<file path="src/rtl/regfile_write_arbiter.sv">
// Round-robin arbiter sharing the register-file write port between NREQ requesters,
// with a one-stage registered write port and write-to-read forwarding.
module regfile_write_arbiter #(
  parameter int unsigned NREQ  = 4,
  parameter int unsigned WIDTH = 32,
  parameter int unsigned ADDRW = 5
) (
  input  logic                   clk,
  input  logic                   rst_n,
  input  logic [NREQ-1:0]        req_valid,
  output logic [NREQ-1:0]        req_ready,
  input  logic [NREQ*ADDRW-1:0]  req_addr,
  input  logic [NREQ*WIDTH-1:0]  req_data,
  output logic                   wr_en,
  output logic [ADDRW-1:0]       wr_addr,
  output logic [WIDTH-1:0]       wr_data,
  output logic [2:0]             wr_src,
  input  logic [ADDRW-1:0]       rd_addr,
  input  logic [WIDTH-1:0]       rf_rd_data,
  output logic [WIDTH-1:0]       rd_data,
  output logic [7:0]             drop_cnt
);

  localparam int unsigned PW = (NREQ > 1) ? $clog2(NREQ) : 1;

  logic [PW-1:0]    ptr_q, ptr_d;
  logic [NREQ-1:0]  grant;
  logic [PW-1:0]    gidx;
  logic             found;
  logic [ADDRW-1:0] sel_addr;
  logic [WIDTH-1:0] sel_data;

  // Scan from ptr upward, wrapping modulo NREQ; first valid requester wins.
  always_comb begin
    logic [PW:0] sum;
    sum   = '0;
    grant = '0;
    gidx  = '0;
    found = 1'b0;
    for (int unsigned k = 0; k < NREQ; k++) begin
      sum = {1'b0, ptr_q} + (PW+1)'(k);
      if (32'(sum) >= NREQ) begin
        sum = sum - (PW+1)'(NREQ);
      end
      if (!found && req_valid[sum[PW-1:0]]) begin
        found                = 1'b1;
        gidx                 = sum[PW-1:0];
        grant[sum[PW-1:0]]   = 1'b1;
      end
    end
  end

  always_comb begin
    sel_addr = '0;
    sel_data = '0;
    for (int unsigned k = 0; k < NREQ; k++) begin
      if (grant[k]) begin
        sel_addr = req_addr[k*ADDRW +: ADDRW];
        sel_data = req_data[k*WIDTH +: WIDTH];
      end
    end
  end

  always_comb begin
    ptr_d = ptr_q;
    if (found) begin
      ptr_d = (32'(gidx) == NREQ - 1) ? '0 : gidx + PW'(1);
    end
  end

  assign req_ready = rst_n ? grant : '0;

  always_ff @(posedge clk or negedge rst_n) begin
    if (!rst_n) begin
      ptr_q    <= '0;
      wr_en    <= 1'b0;
      wr_addr  <= '0;
      wr_data  <= '0;
      wr_src   <= '0;
      drop_cnt <= '0;
    end else begin
      ptr_q <= ptr_d;
      wr_en <= 1'b0;
      if (found) begin
        if (sel_addr != '0) begin
          wr_en   <= 1'b1;
          wr_addr <= sel_addr;
          wr_data <= sel_data;
          wr_src  <= 3'(gidx);
        end else if (drop_cnt != 8'hff) begin
          // Register 0 is hardwired to zero; just count the discarded write.
          drop_cnt <= drop_cnt + 8'd1;
        end
      end
    end
  end

  assign rd_data = (wr_en && (rd_addr == wr_addr) && (rd_addr != '0)) ? wr_data : rf_rd_data;

endmodule
</file>
<file path="config.mk">
export PLATFORM = sky130hd
export DESIGN_NAME = regfile_write_arbiter
export DESIGN_NICKNAME = d
export VERILOG_FILES = /design/src/rtl/regfile_write_arbiter.sv
export SDC_FILE = /design/constraint.sdc
export NUM_CORES = 1
export LEC_CHECK = 0
export CAP_MARGIN = 20
export CORE_MARGIN = 2
export CORE_UTILIZATION = 33
export CTS_CLUSTER_SIZE = 24
export DETAILED_ROUTE_END_ITERATION = 16
export PLACE_DENSITY = 0.78
export REMOVE_ABC_BUFFERS = 1
export SETUP_SLACK_MARGIN = 0.4
export SKIP_LAST_GASP = 1
export SYNTH_ARGS = -nofsm -noshare
export SYNTH_HDL_FRONTEND = slang
export SYNTH_SLANG_ARGS = --single-unit
</file>
<file path="constraint.sdc">
create_clock -name clk -period 4 [get_ports clk]
set_input_delay 0.6 -clock clk [delete_from_list [all_inputs] [get_ports clk]]
set_output_delay 0.6 -clock clk [all_outputs]
set_load 0.02 [all_outputs]
</file>
== Word level (Yosys, flattened, before mapping) ==
Cells that the tools add are included.

* Bits in registers: 50
* Output and inout bits: 85

* Equality and inequality tests: 3
* Bitwise logic cells: 4
* Reductions and logical operators: 16
* Multiplexer cells: 45
* Add/sub/neg operators: 9
* $lt $le $gt $ge: 12

{| class="wikitable"
|+ Operators with widths
! cell !! count
|-
| 32-bit 2-to-1 mux || 5
|-
| 4-bit 2-to-1 mux || 5
|-
| 5-bit 2-to-1 mux || 4
|-
| 2-bit 2-to-1 mux || 9
|-
| 1-bit 2-to-1 mux || 14
|-
| 2-bit by 3-bit less-than comparator with 1-bit output, second input constant || 4
|-
| 4-bit bitwise OR || 3
|-
| 5-bit nonzero test || 2
|-
| 3-bit >= comparator, second input constant || 3
|-
| 1-bit logical AND || 9
|-
| 8-bit by 1-bit adder with 8-bit output, second input constant || 1
|-
| 1-bit binary-select mux with 2-bit select || 4
|-
| 1-bit demux with 2-bit select || 4
|-
| 2-bit by 1-bit >= comparator with 1-bit output, second input constant || 4
|-
| 8-bit != test, second input constant || 1
|-
| 2-bit by 1-bit subtractor with 2-bit output, second input constant || 4
|-
| 2-bit by 2-bit adder with 3-bit output, second input constant || 2
|-
| 5-bit == test || 1
|-
| 2-bit by 1-bit adder with 3-bit output, second input constant || 1
|-
| 2-bit by 3-bit >= comparator with 1-bit output, second input constant || 1
|-
| 1-bit zero test || 3
|-
| 3-bit AND reduction || 1
|-
| 2-bit by 1-bit adder with 2-bit output, second input constant || 1
|-
| 2-bit == test, second input constant || 1
|-
| 2 further kinds || 2
|}

== Longest topological paths before layout ==
Gate-level depths: netlist of the first run.

* Depth after elaboration: 21
* Mapped depth: 18

== Worst setup path after synthesis of the first run ==
No wires, ideal clock.

* Kind: reg2reg
* From: reg with a tool-made name
* To: reg wr_src[1]
* Cell stages (with the launch flop): 17
* Setup time: 132 ps
* Required time: 3,868 ps
* Arrival time: 4,004 ps
* Slack: -135 ps
* Buffers on the path: 6
* Clock period less this slack: 4,135 ps
* Path through: dfrtp_1 > buf_2 > buf_2 > inv_1 > ha_1 > clkbuf_1 > mux4_2 > a221o_1 > a22oi_1 > clkbuf_1 > a311oi_1 > a2111oi_4 > and2_1 > buf_6 > inv_6 > buf_6 > mux2i_1

{| class="wikitable"
|+ RTL lines
! what !! line !! RTL
|-
| to (signal assigned) || 89 || <nowiki>wr_src <= 3'(gidx);</nowiki>
|-
| to (decl) || 17 || <nowiki>output logic [2:0] wr_src,</nowiki>
|}

== Worst setup path in the final report of the first run ==
* From: in req_valid[2]
* To: out req_ready[1]

* Longest elaborated chain between the ends: 13
* Elaborated cells between the ends (all ways): 25
* Classes of those cells: mux: 16; bitwise: 3; reduce/logical: 6

{| class="wikitable"
|+ RTL lines
! what !! line !! RTL
|-
| from (decl) || 10 || <nowiki>input logic [NREQ-1:0] req_valid,</nowiki>
|-
| 1-bit binary-select mux with 2-bit select || 45 || <nowiki>if (!found && req_valid[sum[PW-1:0]]) begin</nowiki>
|-
| 1-bit 2-to-1 mux (not written as such) || 45 ||
|-
| 1-bit 2-to-1 mux || 45 ||
|-
| 1-bit zero test || 45 ||
|-
| 1-bit logical AND || 45 ||
|-
| 1-bit 2-to-1 mux || 45 ||
|-
| 1-bit zero test || 45 ||
|-
| 1-bit logical AND || 45 ||
|-
| 1-bit 2-to-1 mux || 45 ||
|-
| 1-bit zero test || 45 ||
|-
| 1-bit logical AND || 45 ||
|-
| 4-bit 2-to-1 mux (*) || 45 ||
|-
| 4-bit 2-to-1 mux (*) || 71 || <nowiki>assign req_ready = rst_n ? grant : '0;</nowiki>
|-
| to (decl) || 11 || <nowiki>output logic [NREQ-1:0] req_ready,</nowiki>
|}

Mark *: on every way between the ends. The rest lies on a longest branch, timed or not. The select of a mux whose other input is x is not followed.

==> results of run 1 <==
-- worst max-delay path, stage by stage --
cell and delay (ns):
sky130_fd_sc_hd__dlygate4sd2_1 0.32, sky130_fd_sc_hd__mux4_2 0.51, sky130_fd_sc_hd__buf_4 0.17, sky130_fd_sc_hd__buf_4 0.14, sky130_fd_sc_hd__nand2b_1 0.19, sky130_fd_sc_hd__a22o_1 0.30
sky130_fd_sc_hd__buf_4 0.18, sky130_fd_sc_hd__and2_1 0.12, sky130_fd_sc_hd__dlygate4sd2_1 0.35
-- power by group through the flow --
stage	Combinational (mW)	Clock (mW)	Sequential [mW]
floorplan	2.67	0	1.27
detailed placement	5.01	0	1.02
global placement	4.89	0	1.02
finish	5.15	0.494	1.01
global route	5.62	0.523	1.05
CTS	5.10	0.508	1.02
-- per-layer routing --
metal / GRT usage (%) / part of all wire [%]
met3: 4.26 / 6.2
met2: 44.0 / 53
met5: 0 / 0
met1: 28.1 / 39
met4: 6.90 / 1.7
-- registers in the layout, summed over array words and instances (netlist names), named ones only --
name	flops
drop_cnt	8
ptr_q	1
wr_addr	5
wr_data	32
wr_en	1
wr_src	2
-- what timing repair did --
action | CTS | global route
buffers inserted | 3 | 0
resized for setup | 55 | 9
endpoints found under the setup margin | 79 | 50
pin swaps | 2 | 4
cloned | 0 | 2
-- cell type report --
cell class | count | area share [%]
inverters | 45 | 2.39
clock buffers | 5 | 1.65
repair buffers | 325 | 41.4
well taps | 172 | 2.84
multi-input cells | 341 | 34.6
clock inverters | 3 | 0.577
flip-flops and latches | 50 | 16.5
-- cell usage in the layout (no fill, tap or decap), types with 34 or more instances in the layout --
| cell type | Yosys | routed |
|---|---|---|
| sky130_fd_sc_hd__mux2_2 | 34 | 34 |
| sky130_fd_sc_hd__mux2i_1 | 37 | 36 |
| sky130_fd_sc_hd__a21oi_1 | 38 | 38 |
| sky130_fd_sc_hd__a221oi_1 | 40 | 36 |
| sky130_fd_sc_hd__nor3_1 | 36 | 36 |
| sky130_fd_sc_hd__nor2_1 | 40 | 40 |
| sky130_fd_sc_hd__buf_4 | 1 | 46 |
| sky130_fd_sc_hd__dlygate4sd2_1 | 0 | 38 |
| sky130_fd_sc_hd__clkdlybuf4s50_1 | 0 | 233 |
| sky130_fd_sc_hd__dfrtp_1 | 50 | 50 |
| sky130_fd_sc_hd__inv_1 | 44 | 43 |
-- kinds of logic after synthesis --
family / count (synthesis) / share of synthesized area [%]
and+or+nand+nor: 130 / 15.3
muxes: 76 / 20.2
DFF: 50 / 30.0
buffers and inverters: 87 / 9.28
xor gates and xnor gates: 11 / 2.31
AOI/OAI and AO/OA: 115 / 20.4
adders and majority gates: 8 / 2.40
other: 1 / 0.0900
-- metrics by stage --
stage                     cell area, um^2  hold WS (ns)  std cells  total power [mW]
after floorplan                      3960         0.304        436              3.93
after global placement               7300         0.482        928              5.90
after detailed placement             7300         0.488        928              6.04
after CTS                            7490         0.367        939              6.62
after global routing                 7580         0.411        941              7.19
final                                7580         0.350        941              6.66
-- worst max-delay path by stage --
stage / startpoint / end / slack, ns / cells past startpoint
final: req_valid[2] / req_ready[1] / 0.53 / 9
after detailed placement: req_valid[2] / wr_data[28]$_DFFE_PN0P_ / -0.19 / 13
after global routing: register / drop_cnt[1]$_DFFE_PN0P_ / 0.38 / 13
after global placement: req_valid[2] / drop_cnt[1]$_DFFE_PN0P_ / -0.10 / 12
after floorplan: register / wr_data[0]$_DFFE_PN0P_ / -2.69 / 11
after CTS: register / drop_cnt[1]$_DFFE_PN0P_ / 0.49 / 13
==> reports/qor.txt, run 1 <==
drt via density: 5.19
data arrival time of the critical path: 2.87 ns
worst slew pin tran: 0.693 ns
Setup crit end kind: primary output
P_leak: 3.38 nW
RSZ-0062 raised after global routing: yes
mapped cell area: 4170 um^2
Syn-to-layout area delta: 82.0%
top cell type's share of synthesized area: 30.0%
number of cell instances on the worst register-to-register path: 13
count of flip-flops with a built-in enable after synthesis: 0
number of DRC violations after detailed-routing iteration 0: 187
clock share of power: 7.4%
total number of vias: 4887
PortBufs: 274
Post-DRT Antenna Nets: 0
number of primary I/O pins: 276
global placer's final weighted congestion: 0.930
number of antenna diodes: 0
Max Fanout on Critical Path: 9
Max-slew headroom: 53.8%
pin count of the biggest net entering global routing: 47
mean instance size in the synthesized netlist: 8.72 um^2
kind of critical path: in2out
CP required: 3.40 ns
time the final worst path needs with I/O delays and setup: 3.47 ns
source-to-sink clock delay at the later pin of the worst-skew pair: 0.29 ns
clock transition at the register clock pins on the worst setup and hold paths after CTS: 0.07 ns
number of violations of the max-capacitance limit: 0
destination of the worst register-to-register timing path: drop_cnt[1]$_DFFE_PN0P_
residual overflow from global routing: 0
fin worst setup slack: 0.528 ns
Unique masters post-synth: 50
clock net sink count: 50
die outline area: 13500 um^2
total number of placement rows: 41
class of the tightest hold or removal check: in2async
horizontal extent of the die: 116 um
status: completed
final routed DRC violation total: 0
total clock buffers created by CTS: 5
critical path startpoint category: input port
Post-Route Utilization: 60.8%
Power Density: 879 nW/um^2
Comb power frac: 77.4%
antenna violations before repair: 0
cell with the most instances after synthesis: sky130_fd_sc_hd__dfrtp_1
total track usage: 23.8%
total setup violations reported at the end of the flow: 0
most common flop cell mapped by yosys: sky130_fd_sc_hd__dfrtp_1
Hold-fix buffers, CTS: 0
CTS tree: done
r2r setup slk: 0.54 ns
final clock skew: 0.00396 ns
global-route wire length before repair: 25100 um
clk buf depth: 2
async set or reset register ratio after synthesis: 100%
maximum clock rate: 288 MHz
final hold violations: 0
half-perimeter wire length after detailed placement: 13700 um
Commonest cells post-synth: 50 x sky130_fd_sc_hd__dfrtp_1, 44 x sky130_fd_sc_hd__inv_1, 40 x sky130_fd_sc_hd__a221oi_1, 40 x sky130_fd_sc_hd__nor2_1, 38 x sky130_fd_sc_hd__a21oi_1
fraction of power consumed by sequential logic: 15.2%
cell taking the most area after synthesis: sky130_fd_sc_hd__dfrtp_1
sequential area share after synthesis: 30.0%
yosys synthesis warning count: 0
synthesized flop and latch total: 50
clock tree root driver cell: sky130_fd_sc_hd__clkbuf_16
number of detailed-route iterations in the first pass: 5
total number of H-tree levels: 2
number of fill cells: 1076
net count reported at finish: 967
fraction of final layout cells sized beyond drive strength 1: 15.3%
total length of routed wires: 17700 um
final routed wire length divided by cell count: 18.8 um
worst vdd ir: 463 uV
area used by multi-input combinational logic: 2630 um^2
share of total power consumed by net switching: 48.2%
post-placement worst setup slack: -0.192 ns
leading cell types by total area after synthesis: sky130_fd_sc_hd__dfrtp_1 30%, sky130_fd_sc_hd__mux2_2 9.2%, sky130_fd_sc_hd__mux2i_1 8.9%
cell count after synthesis: 478
sequential cell area in the final layout: 1250 um^2
Internal Pwr Total: 3.45 mW
Core ar.: 12500 um^2
Die Height: 116 um
sum of negative setup slack: 0 ns
final clock period utilization by the worst path: 86.8%
net load switching power: 3.21 mW
effective utilization at floorplan: 33.4%
via count of the first global-routing pass: 4753
max-slew violation total from the final report: 0
Power figures use the tool's default switching activity.
==> run 2: changes to the inputs <==
--- a/config.mk
+++ b/config.mk
@@ -10,6 +10,7 @@
 export CORE_UTILIZATION = 33
 export CTS_CLUSTER_SIZE = 24
 export DETAILED_ROUTE_END_ITERATION = 16
+export MAX_ROUTING_LAYER = met4
 export PLACE_DENSITY = 0.78
 export REMOVE_ABC_BUFFERS = 1
 export SETUP_SLACK_MARGIN = 0.4
==> run 2 against run 1 <==
Via count increased by 1.1%. Core utilization rose by 0.11 points. Worst hold slack got worse by 0.0033 ns. Combinational power rose by 1%. Clock power fell by 4.3%. Sequential share of layout area about the same. Fmax down 0.52%. Flip-flop and latch count did not move. Routed wire length is 1.7% higher. Setup slack lost 0.018 ns. Critical path type is now in2reg. Largest cell class unchanged. Largest power group unchanged.
==> reports/qor.txt, run 2 (synthesized netlist as in run 1, its figures left out) <==
total number of placement rows: 41 (unchanged)
horizontal extent of the die: 116 um (unchanged)
number of flip-flops under the largest register name: 32 (unchanged)
total power after layout: 6.71 mW (+0.76%)
cell family with the largest share of critical-path delay: compound AO/OA/AOI/OAI gates
data arrival time of the critical path: 3.66 ns (+0.79 ns)
clock tree root driver cell: sky130_fd_sc_hd__clkbuf_16
worst slew pin tran: 0.670 ns (-0.0231 ns)
number of primary I/O pins: 276 (unchanged)
Buffers & Inverters on Critical Path: 3 (-2)
total setup violations reported at the end of the flow: 0 (unchanged)
half-perimeter wire length after detailed placement: 14000 um (+2.4%)
CP required: 4.17 ns (+0.77 ns)
number of DRC violations after detailed-routing iteration 0: 245 (+31%)
Max Fanout on Critical Path: 9 (unchanged)
final hold violations: 0 (unchanged)
critical path startpoint category: input port
residual overflow from global routing: 0 (unchanged)
P_leak: 3.38 nW (about the same)
final-layout worst hold slack: 0.347 ns (-0.00328 ns)
class of the tightest hold or removal check: in2async
fin worst setup slack: 0.510 ns (-0.0181 ns)
final routed DRC violation total: 0 (unchanged)
clk buf depth: 2 (unchanged)
worst vdd ir: 509 uV (+10%)
Power Density: 884 nW/um^2 (+0.57%)
Post-DRT Antenna Nets: 0 (unchanged)
global placer's final weighted congestion: 1.05 (+13%)
Syn-to-layout area delta: 82.3%
time the final worst path needs with I/O delays and setup: 3.49 ns (+0.0181 ns)
commonest cells after routing, fill and taps aside: 233 x sky130_fd_sc_hd__clkdlybuf4s50_1, 50 x sky130_fd_sc_hd__dfrtp_1, 47 x sky130_fd_sc_hd__buf_4
Slowest Stage Delay on Critical Path: 0.50 ns (about the same)
area used by multi-input combinational logic: 2650 um^2 (+0.86%)
clock net sink count: 50 (unchanged)
leading registers by flop count: wr_data x32, drop_cnt x8, wr_addr x5
net count reported at finish: 968 (+0.10%)
fraction of power consumed by sequential logic: 15.2% (about the same)
number of cell instances on the worst register-to-register path: 14 (+1)
number of violations of the max-capacitance limit: 0 (unchanged)
via count of the first global-routing pass: 4691 (-1.3%)
fraction of final layout cells sized beyond drive strength 1: 15.3% (-0.020 points)
Comb power frac: 77.7% (+0.3 points)
status: completed
Setup crit end kind: register
clock share of power: 7.1% (-0.3 points)
kind of critical path: in2reg
number of fill cells: 1109 (+3.1%)
global-route wire length before repair: 24700 um (-1.7%)
Die Height: 116 um (unchanged)
largest reg by FF count: wr_data
sum of negative setup slack: 0 ns (unchanged)
RSZ-0062 raised after global routing: yes
list of cells traversed by the critical path: dlygate4sd2_1 -> mux4_2 -> a31o_1 -> a221o_1 -> buf_4 -> a221oi_1 -> a221oi_2 -> o31ai_2 -> a2111oi_4 -> and2_4 -> buf_4 -> a211o_1
drt via density: 5.25 (+1.0%)
Internal Pwr Total: 3.48 mW (+0.78%)
most common library cell in the layout ignoring fill and taps: sky130_fd_sc_hd__clkdlybuf4s50_1
Core ar.: 12500 um^2 (unchanged)
antenna violations before repair: 0 (unchanged)
total track usage: 24.1% (+0.25 points)
total number of vias: 4941 (+1.1%)
Hold-fix buffers, CTS: 0 (unchanged)
net load switching power: 3.24 mW (+0.73%)
total length of routed wires: 18000 um (+1.7%)
final clock skew: 0.00283 ns (-0.00113 ns)
cell with the most instances on the worst path: sky130_fd_sc_hd__buf_4
post-placement worst setup slack: -0.420 ns (-0.228 ns)
source-to-sink clock delay at the later pin of the worst-skew pair: 0.28 ns (about the same)
share of total power consumed by net switching: 48.2% (about the same)
crit path max-delay cell type: sky130_fd_sc_hd__mux4_2
total clock buffers created by CTS: 5 (unchanged)
die outline area: 13500 um^2 (unchanged)
number of antenna diodes: 0 (unchanged)
effective utilization at floorplan: 33.4% (unchanged)
CTS tree: done
Max-slew headroom: 55.3% (+1.5 points)
number of gates on the worst path with buffers counted: 12 (+3)
total number of H-tree levels: 2 (unchanged)
sequential cell area in the final layout: 1250 um^2 (unchanged)
clock transition at the register clock pins on the worst setup and hold paths after CTS: 0.06 ns (about the same)
pin count of the biggest net entering global routing: 47 (unchanged)
final clock period utilization by the worst path: 87.2% (+0.45 points)
number of detailed-route iterations in the first pass: 7 (+2)
max-slew violation total from the final report: 0 (unchanged)
PortBufs: 274 (unchanged)
maximum clock rate: 287 MHz (-0.52%)
final routed wire length divided by cell count: 19.1 um (+1.6%)
## run 2: changes by cell type in the layout (fill, tap and decap cells not counted), sizes merged
cell and delta:
buf +2, clkinv -1, dlygate4sd2 +2, clkdlybuf4s15 -2, clkbuf +1, inv -1
## run 2: stage by stage
step                util [%]  instance area [um^2]  cells
global placement        58.7                  7320    930
global route            60.9                  7600    942
detailed placement      58.7                  7320    930
floorplan                  -                  3960    436
CTS                     60.0                  7480    939
finish                  60.9                  7600    942
## run 2: final cells by class
type / count / share of cell area [%]
clock buffers: 7 / 1.75
clock inverters: 1 / 0.395
inverters: 45 / 2.39
multi-input cells: 341 / 34.9
flip-flops and latches: 50 / 16.5
well taps: 172 / 2.83
repair buffers: 326 / 41.3
## run 2: final timing paths
check	from	end	slack [ns]
worst min-delay path	rst_n	wr_data[27]$_DFFE_PN0P_	0.35
worst max register to register	register	wr_addr[2]$_DFFE_PN0P_	0.54
worst min register to register	drop_cnt[3]$_DFFE_PN0P_	drop_cnt[3]$_DFFE_PN0P_	0.49
min in group clk	drop_cnt[3]$_DFFE_PN0P_	drop_cnt[3]$_DFFE_PN0P_	0.49
max in group asynchronous	rst_n	wr_data[3]$_DFFE_PN0P_	2.85
worst max-delay path	req_valid[2]	wr_addr[2]$_DFFE_PN0P_	0.51
## run 2: power groups by stage
| stage | logic (mW) | registers (mW) | clock network, mW |
|---|---|---|---|
| CTS | 5.09 | 1.02 | 0.489 |
| floorplan | 2.67 | 1.27 | 0 |
| global placement | 4.88 | 1.02 | 0 |
| detailed placement | 5.04 | 1.02 | 0 |
| finish | 5.22 | 1.02 | 0.473 |
| global route | 5.67 | 1.05 | 0.508 |
## run 2: repair_timing
action                     in CTS  in global routing
setup endpoints to repair      84                 60
gates cloned                    0                  2
pin swaps                       0                  6
resized for setup              51                 15
setup buffers                   1                  1
## run 2: layer usage
layer | part of all wire (%) | GRT usage, %
met5 | 0 | -
met4 | 2.2 | 6.98
met3 | 6.6 | 4.05
met2 | 51 | 41.8
met1 | 40 | 28.7
